## src/rtl/ctrl_pkg.sv

```systemverilog
// Shared definitions for the dispatch stall controller: FSM state encoding
// and default parameter values.
package ctrl_pkg;

  typedef enum logic [1:0] {
    RUN     = 2'd0,
    STALL   = 2'd1,
    RECOVER = 2'd2
  } ctrl_state_e;

  localparam int NUM_RES_DEF        = 4;
  localparam int CNT_W_DEF          = 6;
  localparam int DISPATCH_WIDTH_DEF = 2;
  localparam int FLUSH_CYCLES_DEF   = 2;
  localparam int PERF_W_DEF         = 32;
  localparam int REC_W              = 4;

endpackage

```

## src/rtl/sat_counter.sv

```systemverilog
// Saturating up-counter with synchronous clear; clear wins over increment.
module sat_counter #(
  parameter int WIDTH = 32
) (
  input  logic             clk,
  input  logic             rst,
  input  logic             inc,
  input  logic             clr,
  output logic [WIDTH-1:0] cnt
);

  logic [WIDTH-1:0] cnt_r;
  logic             at_max_s;

  assign at_max_s = &cnt_r;

  // count register: hold at all-ones instead of wrapping
  always_ff @(posedge clk or posedge rst) begin
    if (rst) begin
      cnt_r <= {WIDTH{1'b0}};
    end else if (clr) begin
      cnt_r <= {WIDTH{1'b0}};
    end else if (inc && !at_max_s) begin
      cnt_r <= cnt_r + {{(WIDTH-1){1'b0}}, 1'b1};
    end
  end

  assign cnt = cnt_r;

endmodule

```

## src/rtl/stall_controller.sv

```systemverilog
// Front-end stall controller: holds fetch/dispatch when any enabled back-end
// resource is short of entries, with a fixed recovery window after a flush.
module stall_controller
  import ctrl_pkg::*;
#(
  parameter int NUM_RES        = NUM_RES_DEF,
  parameter int CNT_W          = CNT_W_DEF,
  parameter int DISPATCH_WIDTH = DISPATCH_WIDTH_DEF,
  parameter int FLUSH_CYCLES   = FLUSH_CYCLES_DEF,
  parameter int PERF_W         = PERF_W_DEF
) (
  input  logic                      clk,
  input  logic                      rst,
  input  logic                      flush,
  input  logic [NUM_RES*CNT_W-1:0]  res_free_cnt,
  input  logic [NUM_RES-1:0]        res_en,
  input  logic                      perf_clr,
  output logic                      stall_fetch,
  output logic                      stall_dispatch,
  output logic [1:0]                state_o,
  output logic [NUM_RES-1:0]        stall_cause,
  output logic [NUM_RES*PERF_W-1:0] perf_stall_cnt,
  output logic [PERF_W-1:0]         perf_flush_cnt
);

  localparam logic [1:0]       S_RUN      = RUN;
  localparam logic [1:0]       S_STALL    = STALL;
  localparam logic [1:0]       S_RECOVER  = RECOVER;
  localparam logic [CNT_W-1:0] DW_C       = CNT_W'(DISPATCH_WIDTH);
  localparam logic [REC_W-1:0] REC_LOAD_C = REC_W'(FLUSH_CYCLES - 1);

  logic [1:0]         state_r;
  logic [1:0]         state_nxt_s;
  logic [REC_W-1:0]   rec_r;
  logic [REC_W-1:0]   rec_nxt_s;
  logic [NUM_RES-1:0] short_s;
  logic               any_short_s;
  logic [NUM_RES-1:0] cause_r;
  logic               fetch_r;
  logic               dispatch_r;
  logic [NUM_RES-1:0] stall_inc_s;

  // per-channel shortage: enabled and fewer free entries than one dispatch group
  always_comb begin
    short_s = {NUM_RES{1'b0}};
    for (int i = 0; i < NUM_RES; i++) begin
      if (res_en[i] && (res_free_cnt[i*CNT_W +: CNT_W] < DW_C)) begin
        short_s[i] = 1'b1;
      end else begin
        short_s[i] = 1'b0;
      end
    end
  end

  assign any_short_s = |short_s;

  // next-state logic; flush overrides everything and restarts recovery
  always_comb begin
    state_nxt_s = state_r;
    rec_nxt_s   = rec_r;
    if (flush) begin
      state_nxt_s = S_RECOVER;
      rec_nxt_s   = REC_LOAD_C;
    end else begin
      case (state_r)
        S_RUN:   state_nxt_s = any_short_s ? S_STALL : S_RUN;
        S_STALL: state_nxt_s = any_short_s ? S_STALL : S_RUN;
        S_RECOVER: begin
          if (rec_r == {REC_W{1'b0}}) begin
            state_nxt_s = any_short_s ? S_STALL : S_RUN;
          end else begin
            rec_nxt_s = rec_r - {{(REC_W-1){1'b0}}, 1'b1};
          end
        end
        default: begin
          state_nxt_s = S_RUN;
          rec_nxt_s   = {REC_W{1'b0}};
        end
      endcase
    end
  end

  // state and registered Moore outputs, decoded from the next state so they
  // always match the state register
  always_ff @(posedge clk or posedge rst) begin
    if (rst) begin
      state_r    <= S_RUN;
      rec_r      <= {REC_W{1'b0}};
      cause_r    <= {NUM_RES{1'b0}};
      fetch_r    <= 1'b0;
      dispatch_r <= 1'b0;
    end else begin
      state_r    <= state_nxt_s;
      rec_r      <= rec_nxt_s;
      cause_r    <= flush ? {NUM_RES{1'b0}} : short_s;
      fetch_r    <= (state_nxt_s == S_STALL);
      dispatch_r <= (state_nxt_s != S_RUN);
    end
  end

  for (genvar gi = 0; gi < NUM_RES; gi++) begin : g_stall_cnt
    assign stall_inc_s[gi] = (state_r == S_STALL) && cause_r[gi];

    sat_counter #(.WIDTH(PERF_W)) u_stall_cnt (
      .clk (clk),
      .rst (rst),
      .inc (stall_inc_s[gi]),
      .clr (perf_clr),
      .cnt (perf_stall_cnt[gi*PERF_W +: PERF_W])
    );
  end

  sat_counter #(.WIDTH(PERF_W)) u_flush_cnt (
    .clk (clk),
    .rst (rst),
    .inc (flush),
    .clr (perf_clr),
    .cnt (perf_flush_cnt)
  );

  assign stall_fetch    = fetch_r;
  assign stall_dispatch = dispatch_r;
  assign state_o        = state_r;
  assign stall_cause    = cause_r;

endmodule

```

## config.mk

```make
export PLATFORM = sky130hd
export DESIGN_NAME = stall_controller
export DESIGN_NICKNAME = d
export VERILOG_FILES = /design/src/rtl/ctrl_pkg.sv /design/src/rtl/sat_counter.sv /design/src/rtl/stall_controller.sv
export SDC_FILE = /design/constraint.sdc
export NUM_CORES = 1
export LEC_CHECK = 0
export CORE_MARGIN = 5
export CORE_UTILIZATION = 47
export DETAILED_ROUTE_END_ITERATION = 12
export GPL_ROUTABILITY_DRIVEN = 0
export PLACE_DENSITY = 0.86
export SKIP_LAST_GASP = 1
export SLEW_MARGIN = 10
export SYNTH_ARGS = -nofsm -noshare
export SYNTH_HDL_FRONTEND = slang
export SYNTH_SLANG_ARGS = --single-unit
```

## constraint.sdc

```tcl
create_clock -name clk -period 5.3 [get_ports clk]
set_input_delay 0.53 -clock clk [delete_from_list [all_inputs] [get_ports clk]]
set_output_delay 0.53 -clock clk [all_outputs]
set_load 0.02 [all_outputs]
```

# After elaboration in Yosys (flattened, before gate mapping)

Index checks and enable logic that the tools add are counted.

Output and inout port bits: 168
Flip-flop bits (word level): 172
Word-level logic and storage cells: 81

Magnitude comparators: 4
Reduce and logical (&&, ||, !) cells: 34
Equal/unequal tests: 5
Mux-type cells: 22
$add $sub $neg: 6

Operators with widths:

| kind                  | count |
|---|---|
| $mux 32               | 10 |
| $add 32x1->32 const B | 5 |
| $reduce_and 32->1     | 5 |
| $lt 6x2->1 const B    | 4 |
| $logic_and 1x1->1     | 13 |
| $mux 4                | 3 |
| $reduce_bool 2->1     | 6 |
| $pmux 4 s2            | 1 |
| $logic_not 1->1       | 5 |
| $mux 1                | 5 |
| $eq 2x1->1 const B    | 2 |
| $logic_not 4->1       | 1 |
| $mux 2                | 2 |
| $pmux 2 s2            | 1 |
| $reduce_or 4->1       | 1 |
| $sub 4x1->4 const B   | 1 |
| $ne 3x3->1 const B    | 1 |
| $eq 2x2->1 const B    | 1 |
| $logic_not 2->1       | 1 |
| $ne 2x1->1 const B    | 1 |
| $reduce_and 2->1      | 1 |
| $reduce_or 2->1       | 1 |

# Longest topological paths before layout

Gate-level depths: netlist of the first run.

Depth after elaboration: 9
Depth in mapped cells: 8

# By module

A second synthesis of the first run with hierarchy kept.

Cell total of the unflattened synthesis: 1073
Area, all modules: 9805.7 µm²

Modules (own cells, without submodules):

| module           | area each (µm²) | times used | seq. area each (µm²) | cells an instance |
|---|---|---|---|---|
| sat_counter      | 1840.5          | 5          | 800.8                | 203 |
| stall_controller | 603.1           | 1          | 300.3                | 58 |

# Least setup slack after synthesis of the first run

Ideal clock, no wire load.

Path type: register to register
From: register g_stall_cnt[1].u_stall_cnt.cnt_r[0]
To: register g_stall_cnt[1].u_stall_cnt.cnt_r[1]
Cell stages (with the launch flop): 9
Setup slack: 2954 ps
Arrival: 2214 ps
Setup time: 132 ps
Period minus slack after synthesis: 2346 ps
Buffers on the path: 2
Path through: dfrtp_1 > ha_1 > nand4_1 > and4bb_2 > a21o_1 > clkbuf_1 > buf_1 > mux2i_1 > nor2_1

Longest elaborated chain between the ends: 4
Elaborated cells between the ends (all ways): 7

RTL lines:

| item                                                                  | line              | source |
|---|---|---|
| from (decl)                                                           | sat_counter.sv:12 | `logic [WIDTH-1:0] cnt_r;` |
| from (signal assigned)                                                | sat_counter.sv:20 | `cnt_r <= {WIDTH{1'b0}};` |
| from (signal assigned)                                                | sat_counter.sv:22 | `cnt_r <= {WIDTH{1'b0}};` |
| from (signal assigned)                                                | sat_counter.sv:24 | `cnt_r <= cnt_r + {{(WIDTH-1){1'b0}}, 1'b1};` |
| parallel branches: the longest is 4 deep, another holds $add 32x1->32 | -                 |  |

Parallel ways; which one is timed is not known. The select of a mux whose other input is x is not followed.
A chain may end at the register's enable or synchronous reset.

# Worst setup path in the final report of the first run

From: register g_stall_cnt[2].u_stall_cnt.cnt_r[13]
To: register g_stall_cnt[2].u_stall_cnt.cnt_r[1]

Longest elaborated chain between the ends: 4

RTL lines:

| item                        | line              | source |
|---|---|---|
| from (decl)                 | sat_counter.sv:12 |  |
| from (signal assigned)      | sat_counter.sv:20 |  |
| from (signal assigned)      | sat_counter.sv:22 |  |
| from (signal assigned)      | sat_counter.sv:24 |  |
| $reduce_and 32->1           | sat_counter.sv:15 | `assign at_max_s = &cnt_r;` |
| $logic_not 1->1             | sat_counter.sv:23 | `end else if (inc && !at_max_s) begin` |
| $logic_and 1x1->1           | sat_counter.sv:23 |  |
| $reduce_bool 2->1 (no line) | -                 |  |

No other way between the ends.

==> results of run 1 <==
## layout by cell type, fill, tap and decap left out, types with 10 or more instances in the layout
cell type,count
clkdlybuf4s50_1,194
dfrtp_1,172
a21oi_1,113
o21ai_0,73
or3_1,68
nor2_1,66
nand2_1,60
nand3_1,58
nand4_1,45
or4_1,38
o31ai_1,36
nor4_1,29
xnor2_1,27
inv_1,24
and4_1,22
clkbuf_16,17
mux2_2,14
nor2b_1,13
and3_1,11
and2_1,10
nand3b_1,10
## how the worst min path moves through the flow
stage	end	slack (ns)	cells past startpoint
3_3_place_gp	rec_r[0]$_DFFE_PP0P_	0.53	1
2_1_floorplan	rec_r[0]$_DFFE_PP0P_	0.50	1
6_report	rec_r[0]$_DFFE_PP0P_	0.55	1
5_1_grt	rec_r[0]$_DFFE_PP0P_	0.58	1
4_1_cts	rec_r[0]$_DFFE_PP0P_	0.55	1
3_5_place_dp	rec_r[0]$_DFFE_PP0P_	0.53	1
## per-stage QoR
| step | hold slack (ns) | util (%) |
|---|---|---|
| 2_1_floorplan | 0.502 | - |
| 3_3_place_gp | 0.533 | 59.0 |
| 3_5_place_dp | 0.532 | 59.0 |
| 4_1_cts | 0.546 | 62.0 |
| 5_1_grt | 0.582 | 62.0 |
| 6_report | 0.553 | 62.0 |
## report_power, final
part | internal (uW) | switching [uW] | total (uW)
clock | 673 | 554 | 1230
sequential | 1330 | 23.8 | 1360
combinational | 78.9 | 111 | 190
## logic make-up after synthesis
family / share of synthesized area, %
compound gates: 15.8
xor+xnor: 2.97
buf+inv: 3.41
flops: 45.6
mux: 2.09
simple gates: 29.2
fa+ha+maj: 0.928
## flip-flops by register name, summed over array words and instances (netlist names)
signal and flops:
stall_cause 4, state_o 2, u_flush_cnt.cnt 32, g_stall_cnt.u_stall_cnt.cnt 128, stall_fetch 1, rec_r 4
stall_dispatch 1
## final cells by class
type | count | area, um^2 | share of cell area, %
clock buffer | 19 | 443 | 3.64
clock inverter | 13 | 130 | 1.07
inverter | 25 | 98.8 | 0.813
multi-input combinational | 783 | 4830 | 39.7
sequential | 172 | 4300 | 35.4
tap | 265 | 332 | 2.73
timing repair buffer | 200 | 2020 | 16.6
## metal layers
layer / vias to the layer above / GRT usage (%) / routed length, um
met5: - / 0 / 0
met4: 0 / 6.15 / 316
met3: 20 / 3.93 / 1340
met2: 270 / 35.3 / 12200
met1: 4394 / 29.9 / 11000
li1: 4266 / - / -
## critical path: stages, from the launching register on
cell     delay, ns
dfrtp_1       0.46
nand4_1       0.54
or2_2         0.54
o31ai_4       0.58
buf_8         0.25
mux2i_1       0.20
nor2_1        0.05
==> key figures, run 1 <==
Run status
  – Outcome: finished clean

Critical path
  – Crit path to: g_stall_cnt[2].u_stall_cnt.cnt[1]$_DFFE_PP0P_
  – Worst setup path startpoint: g_stall_cnt[2].u_stall_cnt.cnt[13]$_DFFE_PP0P_
  – Worst reg2reg setup slack: 2.53 ns
  – Critical R2R Launch: g_stall_cnt[2].u_stall_cnt.cnt[13]$_DFFE_PP0P_
  – Data required, critical path: roughly 5.6 ns
  – Critical path class: reg2reg
  – Crit-path max FO: 21
  – Crit path capture type: flip-flop
  – Reg2Reg Capture Point: g_stall_cnt[2].u_stall_cnt.cnt[1]$_DFFE_PP0P_
  – R2R cell count: 6
  – Worst Setup Start Kind: flip-flop
  – Critical path arrival: slightly above 3 ns

Synth
  – Synth top area share: between 40% and 50%
  – Syn_area_per_cell: between 9 and 10 um^2
  – Leading area contributor after synthesis: dfrtp_1
  – Synth async-reset ratio: 100%
  – Top-count cell post-synth: dfrtp_1
  – Ys flop type: dfrtp_1
  – Synth unique cells: around 60
  – Post-Synthesis Cells: around 1000
  – Area contributors post-synth: dfrtp_1 46%, a21oi_1 6.0%, or3_1 4.5%, o21ai_0 3.9%, nand3_1 3.1%
  – Register area share after synthesis: around 46%
  – Synthesized net count: about 1100
  – Mapped cell area: 0.00944 mm^2
  – Commonest cells post-synth: 172 x dfrtp_1, 113 x a21oi_1, 73 x o21ai_0
  – Synthesized flop and latch total: between 150 and 200
  – EDFF count, synth: 0
  – Warnings from Yosys: 0

Floorplanning
  – Starting Density: 48.2%
  – Num rows: between 50 and 60
  – I/O Pins: 200
  – Core area: just under 0.02 mm^2
  – Die Area: between 0.02 and 0.025 mm^2
  – Chip Width: 152 um
  – Die H: between 150 and 200 um

STA
  – RSZ-0062 raised after global routing: false
  – Rel. slew slack: between 20% and 30%
  – Tmin final: ~2.8 ns
  – Hold Vio Cnt, Final: 0
  – Worst setup margin: 2.53 ns
  – Final setup fails: 0
  – Max Slew Vio Count: 0
  – Worst Skew: between 0.015 and 0.02 ns
  – Fin crit share: a little over half
  – Setup_tns: 0 ns
  – Fmax: 362 MHz
  – Least-Margin Pin Slew: 1.12 ns

CTS
  – # Post-CTS Setup Buffers: 0
  – CTS tree: built
  – Clock Root Buffer: clkbuf_16
  – Htree depth: 4
  – Reg clk slew, reported paths: around 0.070 ns
  – Clock Sinks: ~170
  – TritonCTS buffer count: 17
  – Hold buffers post-CTS: 0
  – Clock Latency Late Sink: approximately 0.42 ns
  – Longest Clk Path Bufs: 2
  – Post_cts resized: 0

Detailed routing
  – Via density: around 6.1
  – Routed Antenna Nets: 0
  – DRT Wirelength: roughly 25000 um
  – Number of DRC markers in iteration 0: 529
  – Drt pass-1 iters: 5
  – Drt wl/cell: 16.8 um
  – # DRC: 0
  – Vias: 8950

Cells and area
  – Fillers: 1664
  – Layout cell share with drive strength beyond 1: 6.52%
  – Antenna cells: 0
  – Fin cells: 1477
  – Post-route cell area: roughly 0.012 mm^2
  – Nets: 1238
  – Layout area overhead: 28.8%

Power
  – Leak pwr: between 0.004 and 0.005 uW
  – Tot Pwr: about 2800 uW
  – Pwr dens: about 230 mW/mm^2
  – Peak VDD IR: 0.228 mV

Global routing
  – Grt ovf: 0
  – Initial antenna violation count: 0
  – Largest net degree at the start of global routing: a little over 100
  – Number of global-route vias before repair: roughly 8300
  – Total track usage: 21.7%
  – Global-route wire length before repair: approximately 41000 um

Worst hold path
  – Hold Startpoint: rec_r[0]$_DFFE_PP0P_
  – Hold WC Path Type: reg2reg

Placement
  – HPWL after detailed placement: between 15000 and 20000 um
  – I/O Buffers: ~200
  – Placed insts: roughly 1400
  – Worst slack, placed: between 2 and 2.5 ns
  – Post-DP Area: around 0.012 mm^2

Run
  – Max-cap violations: 0
No activity file was read; power rests on OpenSTA's default activity.
==> inputs of run 2 (changes only) <==
Settings changed: CORE_UTILIZATION 47 to 52, PLACE_DENSITY 0.86 to 0.89.
Clock period 5.3 ns to 2.6 ns, I/O delays scaled along.
==> run 2 against run 1 <==
Clock skew is 0.0076 ns lower. Worst setup slack worse by 2.3 ns. Non-clock buffer count is 30 higher. Count of clock-buffer cells in the layout is 1 lower. Clock power is 97% higher. Combinational power is 120% higher. Worst hold slack worse by 0.27 ns. Core utilization is 6.8 points higher. Critical path type unchanged.
==> key figures, run 2 (synthesis gave the netlist of run 1 again) <==
Placement
  – Placed insts: 1439 (-0.35%)
  – HPWL after detailed placement: 18000 um (+4.9%)
  – Post-DP Area: 0.0118 mm^2 (+1.7%)
  – I/O Buffers: 195 (unchanged)

Power
  – Leak pwr: 0.00454 uW (+2.8%)
  – Sequential Power Share: 49.2% (+0.3 points)
  – Pint: 4210 uW (+100%)
  – Logic pwr share: 7.5% (+0.6 points)
  – Peak VDD IR: 0.483 mV (+110%)
  – Clock power share: 43.3% (-1.0 points)
  – P_sw: 1380 uW (+100%)
  – Pwr dens: 454 mW/mm^2 (+99%)
  – Switch share: 24.7% (-0.18 points)

CTS
  – Clock Latency Late Sink: 0.42 ns (about the same)
  – Post_cts resized: 0 (unchanged)
  – Clock Sinks: 172 (unchanged)
  – Longest Clk Path Bufs: 2 (unchanged)
  – CTS tree: built
  – Htree depth: 4 (unchanged)
  – Reg clk slew, reported paths: 0.07 ns (about the same)
  – Clock Root Buffer: clkbuf_16
  – TritonCTS buffer count: 17 (unchanged)

Global routing
  – Grt peak-use layer: met2
  – Global routing usage on met2: 39.4% (+4.1 points)
  – Met1 Use GR: 32.1% (+2.2 points)
  – Global-route wire length before repair: 41600 um (+0.40%)
  – Initial antenna violation count: 0 (unchanged)
  – Grt ovf: 0 (unchanged)
  – Number of global-route vias before repair: 8509 (+2.9%)
  – Largest net degree at the start of global routing: 109 (+7.9%)
  – Total track usage: 24.1% (+2.4 points)
  – GR Util met3: 4.96% (+1.0 points)

Floorplanning
  – Starting Density: 52.7% (+4.5 points)
  – Chip Width: 145 um (-4.6%)
  – Die H: 145 um (-4.6%)
  – Num rows: 49 (-3.9%)
  – I/O Pins: 200 (unchanged)
  – Die Area: 0.0209 mm^2 (-9.0%)
  – Core area: 0.0179 mm^2 (-8.6%)

STA
  – Max Slew Vio Count: 0 (unchanged)
  – Final hold slack: 0.283 ns (-0.270 ns)
  – Fmax: 417 MHz (+15%)
  – Fin crit share: 92.2% (+40 points)
  – RSZ-0062 raised after global routing: false
  – Final setup fails: 0 (unchanged)
  – Setup_tns: 0 ns (unchanged)
  – Hold Vio Cnt, Final: 0 (unchanged)
  – Rel. slew slack: 49.8% (+25 points)
  – Worst Skew: 0.0104 ns (-0.00762 ns)
  – Tmin final: 2.40 ns (-0.369 ns)
  – Least-Margin Pin Slew: 0.744 ns (-0.374 ns)

Detailed routing
  – Drt pass-1 iters: 5 (unchanged)
  – Drt wl/cell: 17.3 um (+2.6%)
  – DRT Wirelength: 25400 um (+2.2%)
  – Vias: 9184 (+2.6%)
  – Number of DRC markers in iteration 0: 518 (-2.1%)
  – Via density: 6.24 (+3.0%)
  – Routed Antenna Nets: 0 (unchanged)
  – # DRC: 0 (unchanged)

Worst hold path
  – Hold Startpoint: perf_clr
  – Hold WC Path Type: in2reg

Critical path
  – Data required, critical path: 2.94 ns (-2.64 ns)
  – CP max-delay cell: or4_1
  – Buf+Inv Stages, Crit Path: 0 (-1)
  – Critical path arrival: 2.74 ns (-0.30 ns)
  – Crit-path max FO: 10 (-52%)
  – Max incr delay on CP: 0.67 ns (+0.09 ns)
  – Critical R2R Launch: g_stall_cnt[2].u_stall_cnt.cnt[2]$_DFFE_PP0P_
  – Worst Setup Start Kind: flip-flop
  – Crit-path leading delay family: simple AND/OR/NAND/NOR gates
  – Worst setup path startpoint: g_stall_cnt[2].u_stall_cnt.cnt[2]$_DFFE_PP0P_
  – Critical path class: reg2reg
  – Cell mode on critical path: or4_1
  – Critical-path cell list: and4_1 -> nand4_4 -> or4_1 -> or4_1 -> a21oi_1
  – Crit path capture type: flip-flop

Cells and area
  – Fin cells: 1471 (-0.41%)
  – Post-route cell area: 0.0123 mm^2 (+1.3%)
  – Most frequent cells in the layout: 194 x clkdlybuf4s50_1, 172 x dfrtp_1, 113 x a21oi_1
  – Fin util: 68.8% (+6.8 points)
  – Max reg flops: 128 (unchanged)
  – Most common cell after layout, fill and taps aside: clkdlybuf4s50_1
  – Layout cell share with drive strength beyond 1: 8.78% (+2.3 points)
  – Nets: 1268 (+2.4%)
  – Fillers: 1392 (-16%)
  – Antenna cells: 0 (unchanged)
  – Layout area overhead: 30.5%

Run status
  – Outcome: finished clean

Run
  – Max-cap violations: 0 (unchanged)
## run 2: routing by layer
| metal | share of wire, % | vias to the layer above | wire length [um] |
|---|---|---|---|
| li1 | - | 4314 | - |
| met1 | 42 | 4481 | 10700 |
| met2 | 49 | 351 | 12400 |
| met3 | 6.9 | 38 | 1760 |
| met4 | 2.0 | 0 | 514 |
| met5 | 0 | - | 0 |
## run 2: path summary, 6_finish.rpt
check,end,cells past startpoint,slack [ns]
max in group asynchronous,u_flush_cnt.cnt[31]$_DFFE_PP0P_,3,1.71
worst min register to register,rec_r[3]$_DFFE_PP0P_,2,0.55
worst max register to register,g_stall_cnt[2].u_stall_cnt.cnt[29]$_DFFE_PP0P_,5,0.20
worst min-delay path,g_stall_cnt[3].u_stall_cnt.cnt[18]$_DFFE_PP0P_,2,0.28
worst max-delay path,g_stall_cnt[2].u_stall_cnt.cnt[29]$_DFFE_PP0P_,5,0.20
min in group asynchronous,g_stall_cnt[0].u_stall_cnt.cnt[24]$_DFFE_PP0P_,3,0.32
## run 2: cell type report
cell class	count	area, um^2	area share, %
clock inverters	14	123	0.995
inverters	25	97.6	0.792
repair buffers	230	2250	18.3
clock buffers	18	429	3.48
well taps	229	287	2.33
multi-input cells	783	4830	39.2
flip-flops and latches	172	4300	34.9
## run 2: worst register-to-register path: cells and delay by family (launching register included)
| kind | cells | cell delay (ns) |
|---|---|---|
| and+or+nand+nor | 4 | 1.72 |
| DFF | 1 | 0.46 |
| AOI/OAI and AO/OA | 1 | 0.15 |
## run 2: timing repair
action                                  in CTS  in global routing
endpoints found under the setup margin       0                  1
buffers inserted                             0                  0
hold buffers                                 0                  0
## run 2: power groups by stage
stage,Clock (uW),Sequential (uW),Combinational [uW]
2_1_floorplan,0,2820,226
3_3_place_gp,0,2800,415
3_5_place_dp,0,2800,427
4_1_cts,2460,2750,429
5_1_grt,2580,2760,470
6_report,2420,2750,421
## run 2: through the flow
stage,total power (uW),worst slack (ns)
3_3_place_gp,3220,0.278
2_1_floorplan,3050,0.143
4_1_cts,5640,0.197
5_1_grt,5810,0.0254
6_report,5590,0.204
3_5_place_dp,3230,0.208
